## src/rtl/fetch_unit_pkg.sv

```systemverilog
// Shared definitions for the instruction-fetch stage: FSM encoding and PC step.
package fetch_unit_pkg;

  // PRIME fills the one-cycle ROM pipeline, RUN fetches, HALT parks until reset.
  typedef enum logic [1:0] {
    ST_PRIME = 2'd0,
    ST_RUN   = 2'd1,
    ST_HALT  = 2'd2
  } fetch_state_e;

  // Byte distance between consecutive instruction words.
  localparam int unsigned PC_STEP = 32'd4;

endpackage : fetch_unit_pkg

```

## src/rtl/fetch_unit_next_pc_sel.sv

```systemverilog
// Next fetch address: redirect target computation and priority selection
// (halt > jr > jump > branch > sequential) for an accepted instruction.
module next_pc_sel
  import fetch_unit_pkg::*;
#(
  parameter int WIDTH = 32
) (
  input  logic             accept,
  input  logic             halt,
  input  logic             jr,
  input  logic             jump,
  input  logic             branch_taken,
  input  logic [WIDTH-1:0] pc,
  input  logic [WIDTH-1:0] id_pc,
  input  logic [WIDTH-1:0] jr_target,
  input  logic [15:0]      branch_off,
  input  logic [25:0]      jump_index,
  output logic [WIDTH-1:0] next_pc,
  output logic             redirect
);

  logic [WIDTH-1:0] seq_pc_s;
  logic [WIDTH-1:0] id_pc_plus4_s;
  logic [WIDTH-1:0] branch_target_s;
  logic [WIDTH-1:0] jump_target_s;
  logic [WIDTH-1:0] jr_target_s;

  // Candidate targets; all arithmetic wraps modulo 2^WIDTH.
  assign seq_pc_s        = pc + WIDTH'(PC_STEP);
  assign id_pc_plus4_s   = id_pc + WIDTH'(PC_STEP);
  assign branch_target_s = id_pc_plus4_s + {{(WIDTH-18){branch_off[15]}}, branch_off, 2'b00};
  assign jump_target_s   = {id_pc_plus4_s[WIDTH-1:28], jump_index, 2'b00};
  assign jr_target_s     = jr_target & ~(WIDTH'(3));

  // Priority mux; only an accepted instruction may halt or redirect.
  always_comb begin
    next_pc  = seq_pc_s;
    redirect = 1'b0;
    if (accept) begin
      if (halt) begin
        next_pc = pc;
      end else if (jr) begin
        next_pc  = jr_target_s;
        redirect = 1'b1;
      end else if (jump) begin
        next_pc  = jump_target_s;
        redirect = 1'b1;
      end else if (branch_taken) begin
        next_pc  = branch_target_s;
        redirect = 1'b1;
      end else begin
        next_pc = seq_pc_s;
      end
    end else begin
      next_pc = seq_pc_s;
    end
  end

endmodule : next_pc_sel

```

## src/rtl/fetch_unit.sv

```systemverilog
// Instruction-fetch stage: owns the PC, realigns the one-cycle-latency ROM
// output with id_pc, and handles redirect bubbles, stall hold and halt.
module fetch_unit
  import fetch_unit_pkg::*;
#(
  parameter int             WIDTH    = 32,
  parameter logic [WIDTH-1:0] RESET_PC = 32'h0000_0000
) (
  input  logic             clk,
  input  logic             rst_n,
  input  logic             stall,
  input  logic             halt,
  input  logic             branch_taken,
  input  logic [15:0]      branch_off,
  input  logic             jump,
  input  logic [25:0]      jump_index,
  input  logic             jr,
  input  logic [WIDTH-1:0] jr_target,
  input  logic [WIDTH-1:0] instruction_in,
  output logic [WIDTH-1:0] pc,
  output logic [WIDTH-1:0] id_pc,
  output logic [WIDTH-1:0] id_pc_plus4,
  output logic [WIDTH-1:0] instr,
  output logic             instr_valid,
  output logic             halted,
  output logic [31:0]      instr_count
);

  fetch_state_e     state_q, state_d;
  logic [WIDTH-1:0] pc_q, pc_d;
  logic [WIDTH-1:0] id_pc_q, id_pc_d;
  logic             instr_valid_q, instr_valid_d;
  logic             halted_q, halted_d;
  logic [31:0]      instr_count_q, instr_count_d;
  logic [WIDTH-1:0] instr_hold_q, instr_hold_d;
  logic             hold_flag_q, hold_flag_d;

  logic             accept_s;
  logic [WIDTH-1:0] next_pc_s;
  logic             redirect_s;

  // Decode consumes the current instruction this cycle.
  assign accept_s = (state_q == ST_RUN) && instr_valid_q && !stall;

  next_pc_sel #(
    .WIDTH(WIDTH)
  ) u_next_pc_sel (
    .accept      (accept_s),
    .halt        (halt),
    .jr          (jr),
    .jump        (jump),
    .branch_taken(branch_taken),
    .pc          (pc_q),
    .id_pc       (id_pc_q),
    .jr_target   (jr_target),
    .branch_off  (branch_off),
    .jump_index  (jump_index),
    .next_pc     (next_pc_s),
    .redirect    (redirect_s)
  );

  // FSM next state, PC pipeline, stall capture and instruction counter.
  always_comb begin
    state_d       = state_q;
    pc_d          = pc_q;
    id_pc_d       = id_pc_q;
    instr_valid_d = instr_valid_q;
    halted_d      = halted_q;
    instr_count_d = instr_count_q;
    instr_hold_d  = instr_hold_q;
    hold_flag_d   = hold_flag_q;
    case (state_q)
      ST_PRIME: begin
        pc_d          = RESET_PC + WIDTH'(PC_STEP);
        id_pc_d       = RESET_PC;
        instr_valid_d = 1'b1;
        state_d       = ST_RUN;
      end
      ST_RUN: begin
        if (instr_valid_q && stall) begin
          // Capture the word once; later ROM output belongs to pc, not id_pc.
          if (!hold_flag_q) begin
            instr_hold_d = instruction_in;
            hold_flag_d  = 1'b1;
          end else begin
            hold_flag_d  = 1'b1;
          end
        end else begin
          hold_flag_d = 1'b0;
          if (accept_s) begin
            instr_count_d = instr_count_q + 32'd1;
          end else begin
            instr_count_d = instr_count_q;
          end
          if (accept_s && halt) begin
            state_d       = ST_HALT;
            instr_valid_d = 1'b0;
            halted_d      = 1'b1;
          end else begin
            pc_d          = next_pc_s;
            id_pc_d       = pc_q;
            instr_valid_d = !redirect_s;
          end
        end
      end
      ST_HALT: begin
        instr_valid_d = 1'b0;
        halted_d      = 1'b1;
      end
      default: begin
        state_d       = ST_PRIME;
        instr_valid_d = 1'b0;
      end
    endcase
  end

  // State registers with asynchronous active-low reset.
  always_ff @(posedge clk or negedge rst_n) begin
    if (!rst_n) begin
      state_q       <= ST_PRIME;
      pc_q          <= RESET_PC;
      id_pc_q       <= RESET_PC;
      instr_valid_q <= 1'b0;
      halted_q      <= 1'b0;
      instr_count_q <= 32'd0;
      instr_hold_q  <= '0;
      hold_flag_q   <= 1'b0;
    end else begin
      state_q       <= state_d;
      pc_q          <= pc_d;
      id_pc_q       <= id_pc_d;
      instr_valid_q <= instr_valid_d;
      halted_q      <= halted_d;
      instr_count_q <= instr_count_d;
      instr_hold_q  <= instr_hold_d;
      hold_flag_q   <= hold_flag_d;
    end
  end

  assign pc          = pc_q;
  assign id_pc       = id_pc_q;
  assign id_pc_plus4 = id_pc_q + WIDTH'(PC_STEP);
  assign instr       = hold_flag_q ? instr_hold_q : instruction_in;
  assign instr_valid = instr_valid_q;
  assign halted      = halted_q;
  assign instr_count = instr_count_q;

endmodule : fetch_unit

```

## config.mk

```make
export PLATFORM = sky130hd
export DESIGN_NAME = fetch_unit
export DESIGN_NICKNAME = d
export VERILOG_FILES = /design/src/rtl/fetch_unit_pkg.sv /design/src/rtl/fetch_unit_next_pc_sel.sv /design/src/rtl/fetch_unit.sv
export SDC_FILE = /design/constraint.sdc
export NUM_CORES = 1
export LEC_CHECK = 0
export ABC_CLOCK_PERIOD_IN_PS = 4440
export BUFFER_PORTS_ARGS = -buffer_cell sky130_fd_sc_hd__buf_2
export CORE_ASPECT_RATIO = 1.5
export CORE_MARGIN = 2
export CORE_UTILIZATION = 53
export CTS_BUF_LIST = sky130_fd_sc_hd__clkbuf_16
export CTS_CLUSTER_DIAMETER = 60
export DETAILED_ROUTE_END_ITERATION = 10
export HOLD_SLACK_MARGIN = 0.06
export PLACE_DENSITY_LB_ADDON = 0.2
export SLEW_MARGIN = 20
export SYNTH_ARGS = -nofsm -noshare
export SYNTH_HDL_FRONTEND = slang
export SYNTH_SLANG_ARGS = --single-unit
```

## constraint.sdc

```tcl
create_clock -name clk -period 4.44 [get_ports clk]
set_clock_uncertainty 0.1 [all_clocks]
set_input_delay 0.888 -clock clk [delete_from_list [all_inputs] [get_ports clk]]
set_output_delay 0.888 -clock clk [all_outputs]
set_load 0.005 [all_outputs]
```

* After elaboration in Yosys (flattened, before gate mapping)
Cells that the tools add are included.
Storage, ports and cells: flip-flop bits (word level) 133
Operators by class: bitwise logic cells 2, muxes and demuxes 27, reduce and logical (&&, ||, !) cells 15, add/subtract/negate cells 4, eq/ne operators 6
Operators with widths (count):
- two-way mux 32 bit | 10
- one-hot mux 32 bit (2 select lines) | 2
- adder 32 x 3 -> 32 bit (second input constant) | 2
- adder 32 x 1 -> 32 bit (second input constant) | 1
- adder 32 bit | 1
- AND reduction 3 bit | 4
- two-way mux 1 bit | 10
- one-hot mux 2 bit (3 select lines) | 1
- logical AND 1 bit | 4
- two-way mux 2 bit | 2
- != test 2 bit (second input constant) | 2
- one-hot mux 1 bit (2 select lines) | 2
- AND reduction 4 bit | 1
- nonzero test 2 bit | 2
- != test 3 bit (second input constant) | 1
- == test 2 x 1 -> 1 bit (second input constant) | 1
- == test 2 bit (second input constant) | 1
- zero test 1 bit | 2
- zero test 2 bit | 1
- != test 2 x 1 -> 1 bit (second input constant) | 1
- NOT 1 bit | 2
- AND reduction 2 bit | 1

* Depth between registers and ports, before layout
depth in word-level cells 10, depth in mapped cells 19, depth with buffers taken out 17

* Cells and area by module
From an unflattened synthesis, not the netlist that was laid out.
Unflattened totals: cell total of the unflattened synthesis 1165, area total of the unflattened synthesis 10386.2 sq um
Modules (own cells, without submodules):
- fetch_unit | area each 5977.0 sq um, times used 1, cells each 479
- next_pc_sel | area each 4409.2 sq um, times used 1, cells each 686

* Least setup slack after synthesis
No wires, ideal clock.
path kind register to register, from register id_pc_q[5] (netlist: id_pc[5]), to register pc_q[29] (netlist: pc[29]), arrival time 3.364 ns, cell stages (with the launch flop) 19, library setup time 0.141 ns, path slack 0.835 ns, buffers on the path 2, cells stage by stage dfrtp_1 -> and3_1 -> and3_1 -> and2_1 -> and3_1 -> clkbuf_1 -> nand2_1 -> xnor2_1 -> ha_1 -> clkbuf_1 -> a21oi_1 -> o21ai_0 -> nor3b_1 -> o31ai_1 -> nand2_1 -> o41ai_2 -> or4_1 -> a21oi_1 -> a211oi_1
On the way: longest elaborated chain between the ends 10
RTL lines:
- start, declared | RTL line fetch_unit.sv:31 | logic [WIDTH-1:0] id_pc_q, id_pc_d;
- start signal, assigned | RTL line fetch_unit.sv:131 | id_pc_q <= id_pc_d;
- adder 32 x 3 -> 32 bit
- via id_pc_plus4[18] | RTL line fetch_unit.sv:22 | output logic [WIDTH-1:0] id_pc_plus4,
- adder 32 bit | RTL line fetch_unit_next_pc_sel.sv:31 | assign branch_target_s = id_pc_plus4_s + {{(WIDTH-18){branch_off[15]}}, branch_off, 2'b00};
- two-way mux 32 bit | RTL line fetch_unit_next_pc_sel.sv:48 | end else if (branch_taken) begin
- two-way mux 32 bit | RTL line fetch_unit_next_pc_sel.sv:45 | end else if (jump) begin
- two-way mux 32 bit | RTL line fetch_unit_next_pc_sel.sv:42 | end else if (jr) begin
- two-way mux 32 bit | RTL line fetch_unit_next_pc_sel.sv:40 | if (halt) begin
- two-way mux 32 bit | RTL line fetch_unit_next_pc_sel.sv:39 | if (accept) begin
- two-way mux 32 bit | RTL line fetch_unit.sv:95 | if (accept_s && halt) begin
- two-way mux 32 bit | RTL line fetch_unit.sv:80 | if (instr_valid_q && stall) begin
- one-hot mux 32 bit (2 select lines) | RTL line fetch_unit.sv:72 | case (state_q)
- end signal, assigned | RTL line fetch_unit.sv:130 | pc_q <= pc_d;
- end, declared | RTL line fetch_unit.sv:30 | logic [WIDTH-1:0] pc_q, pc_d;
The timed path passes the listed nets, and every way through them passes these cells. The select of a mux whose other input is x is not followed. A chain may end at the register's enable or synchronous reset.

* Final worst setup path
from register id_pc_q[21] (netlist: id_pc[21]), to output id_pc_plus4[31]
On the way: longest elaborated chain between the ends 1
RTL lines:
- adder 32 x 3 -> 32 bit | RTL line fetch_unit.sv:142 | assign id_pc_plus4 = id_pc_q + WIDTH'(PC_STEP);
- end, declared | RTL line fetch_unit.sv:22
Every way passes these cells.

==> reports/summary.txt <==
FF/Latch Area: 0.00333 mm²
ys async rst share: 1.00
drt via density: 6.14
Slew HR: 0.384
postcts setup bufs: 0
Worst Tran Pin Value: 0.924 ns
mux contribution to synthesized area: 0.0829
VDD IR-drop max: 0.430 mV
Core Area: 0.0168 mm²
outcome: finished, final reports clean
Final Non-Filler Cells: 1480
drt wl/cell: 20.4 µm
Post-CTS Resized: 0
CP arrival: 3.14 ns
post-synthesis cell type count: 67
maxcap violations: 0
pin count of the biggest net entering global routing: 98
PwrDens: 626 mW/mm²
area of the multi-input gates: 0.00543 mm²
root buf cell: clkbuf_16
DRT Pass-1 Iters: 5
worst setup path category: register to output port
Yosys reg bits: 133
vias in the first global route: 8910
PortBufs: 272
die width: 111 µm
Hold Path Class: register to register
period utilisation layout: 0.930
Post-Synth Simple-Gate Area: 0.169
Critical Path RT: 3.45 ns
Post-Route WL: 30100 µm
FP Rows: 58
Final Wtd Congestion: 0.930
vias post-DR: 9090
final setup TNS: 0 ns
Routed Antenna Nets: 0
Syn Area/Cell: 9.15 µm²
H-tree depth: 4
initial antenna violation count: 0
Gate Count Post-Synth: 990
drt drc: 0
Post-synth EDFFs: 0
post-route minimum period: 4.13 ns
Max Slew Vio Count: 0
Layout Utilization: 0.672
CTS Buffer Depth: 2
most common cell after layout, fill and taps aside: buf_2
Fin. Hold Viols: 0
GRT Overall Usage: 0.325
clock buffer count from CTS: 17
Overflow after GRT: 0
global-route wire length before repair: 46300 µm
fillers: 1403
io pins: 275
largest family of logic cells by synthesized area: compound AO/OA/AOI/OAI gates
Num Clock Sinks: 133
yosys synthesis warning count: 0
most frequent cells in the layout: buf_2 (271), dfrtp_1 (133), nand2_1 (114), o21ai_0 (79), mux2_2 (64)
sequential fraction of the synthesis area: 0.368
compound-cell area share of the yosys netlist: 0.204
hold_buf cts: 0
TritonCTS clock tree: yes
die area: 0.0182 mm²
CP Capture Type: output port
die height: 164 µm
fin nets: 1409
synthesis-to-finish area growth: 24.4%
Pwr Total: 0.00706 W
placed insts: 1447
dominant synthesized flop cell: dfrtp_1
worst skew pair latency: 0.42 ns
Initial Util: 0.540
Worst-path clk slew: 0.06 ns
f_max: 242 MHz
synthesized cell area: 0.00906 mm²
Post-Synth Adder-Cell Area: 0.0561
unrepaired setup endpoints after global routing: no
initial DRC count: 667
share of post-route cells with drive strength above 1: 0.324
CP Launch Type: register
final setup vio count: 0
Detailed Place HPWL: 22800 µm
CP max FO: 5
R2R setup slack: 0.34 ns
Leak: 5.59 nW
Synth Net Count: 1143
post-synthesis xor/xnor area fraction: 0.0870
## cell type report
type / instances / area share
diodes: 1 / 0.000222
clock buffers: 17 / 0.0377
clock inverters: 15 / 0.0145
inverters: 27 / 0.00899
multi-input cells: 780 / 0.482
flip-flops and latches: 133 / 0.295
well taps: 210 / 0.0233
repair buffers: 297 / 0.138
## Yosys cell counts, types with 10 or more instances
library cell / n / area share
a22o_1: 28 / 0.027
nand3_1: 49 / 0.027
a31oi_1: 14 / 0.0097
nor3_1: 14 / 0.0077
xor2_1: 39 / 0.038
a221oi_1: 11 / 0.011
and2_1: 10 / 0.0069
a21oi_1: 52 / 0.029
o21ai_0: 79 / 0.044
dfrtp_1: 133 / 0.37
mux2_2: 64 / 0.080
o22ai_1: 17 / 0.012
xnor2_1: 51 / 0.049
ha_1: 39 / 0.054
and3_1: 18 / 0.012
a21o_1: 18 / 0.015
nor2_1: 35 / 0.015
clkbuf_1: 39 / 0.016
nand4_1: 15 / 0.010
nand2_1: 115 / 0.048
inv_1: 27 / 0.011
## through the flow
stage / area, µm² / hold slack [ns] / setup slack [ns]
CTS: 11300 / 0.388 / 0.338
floorplan: 9060 / 0.354 / 0.835
finish: 11300 / 0.376 / 0.310
global route: 11300 / 0.406 / 0.0566
detailed placement: 10700 / 0.362 / 0.369
global placement: 10700 / 0.355 / 0.417
## layer usage
| layer | up-vias | global-route usage | part of all wire |
|---|---|---|---|
| met5 | - | 0 | 0 |
| met4 | 0 | 0.190 | 0.059 |
| met3 | 91 | 0.0539 | 0.072 |
| met2 | 498 | 0.569 | 0.50 |
| met1 | 4325 | 0.374 | 0.37 |
| li1 | 4176 | - | - |
## power breakdown
group          switching, W  internal (W)
Sequential         0.000478       0.00161
Clock              0.000621      0.000798
Combinational       0.00200       0.00156
## state kept, by name (all words and copies together), names as in the netlist
register / flops
halted: 1
hold_flag_q: 1
id_pc: 32
instr_count: 32
instr_hold_q: 32
instr_valid: 1
pc: 32
state_q: 2
## path summary, 6_finish.rpt
kind,start,to,depth (start not counted)
max in group asynchronous,rst_n,id_pc[18],2
min in group asynchronous,rst_n,instr_count[21],1
worst min-delay path,halted,halted,1
worst min register to register,halted,halted,1
worst max register to register,id_pc[5],pc[31],15
worst max-delay path,id_pc[21],id_pc_plus4[31],7
## kinds of logic (layout without fill, tap and decap cells)
group           after synthesis  in the layout
flops                       133            133
buf+inv                      77            356
xor+xnor                     90             90
compound gates              279            279
mux                          67             67
simple gates                304            304
fa+ha+maj                    40             40
other cells                   0              1
## worst max-delay path: stages, from the launching register on
cell     delay (ns)
dfrtp_1        0.48
nand4_1        0.26
nor3_1         0.52
nand3_1        0.27
nor4_1         0.67
xnor2_1        0.30
inv_1          0.09
buf_2          0.14
No activity file was read; power rests on OpenSTA's default activity.
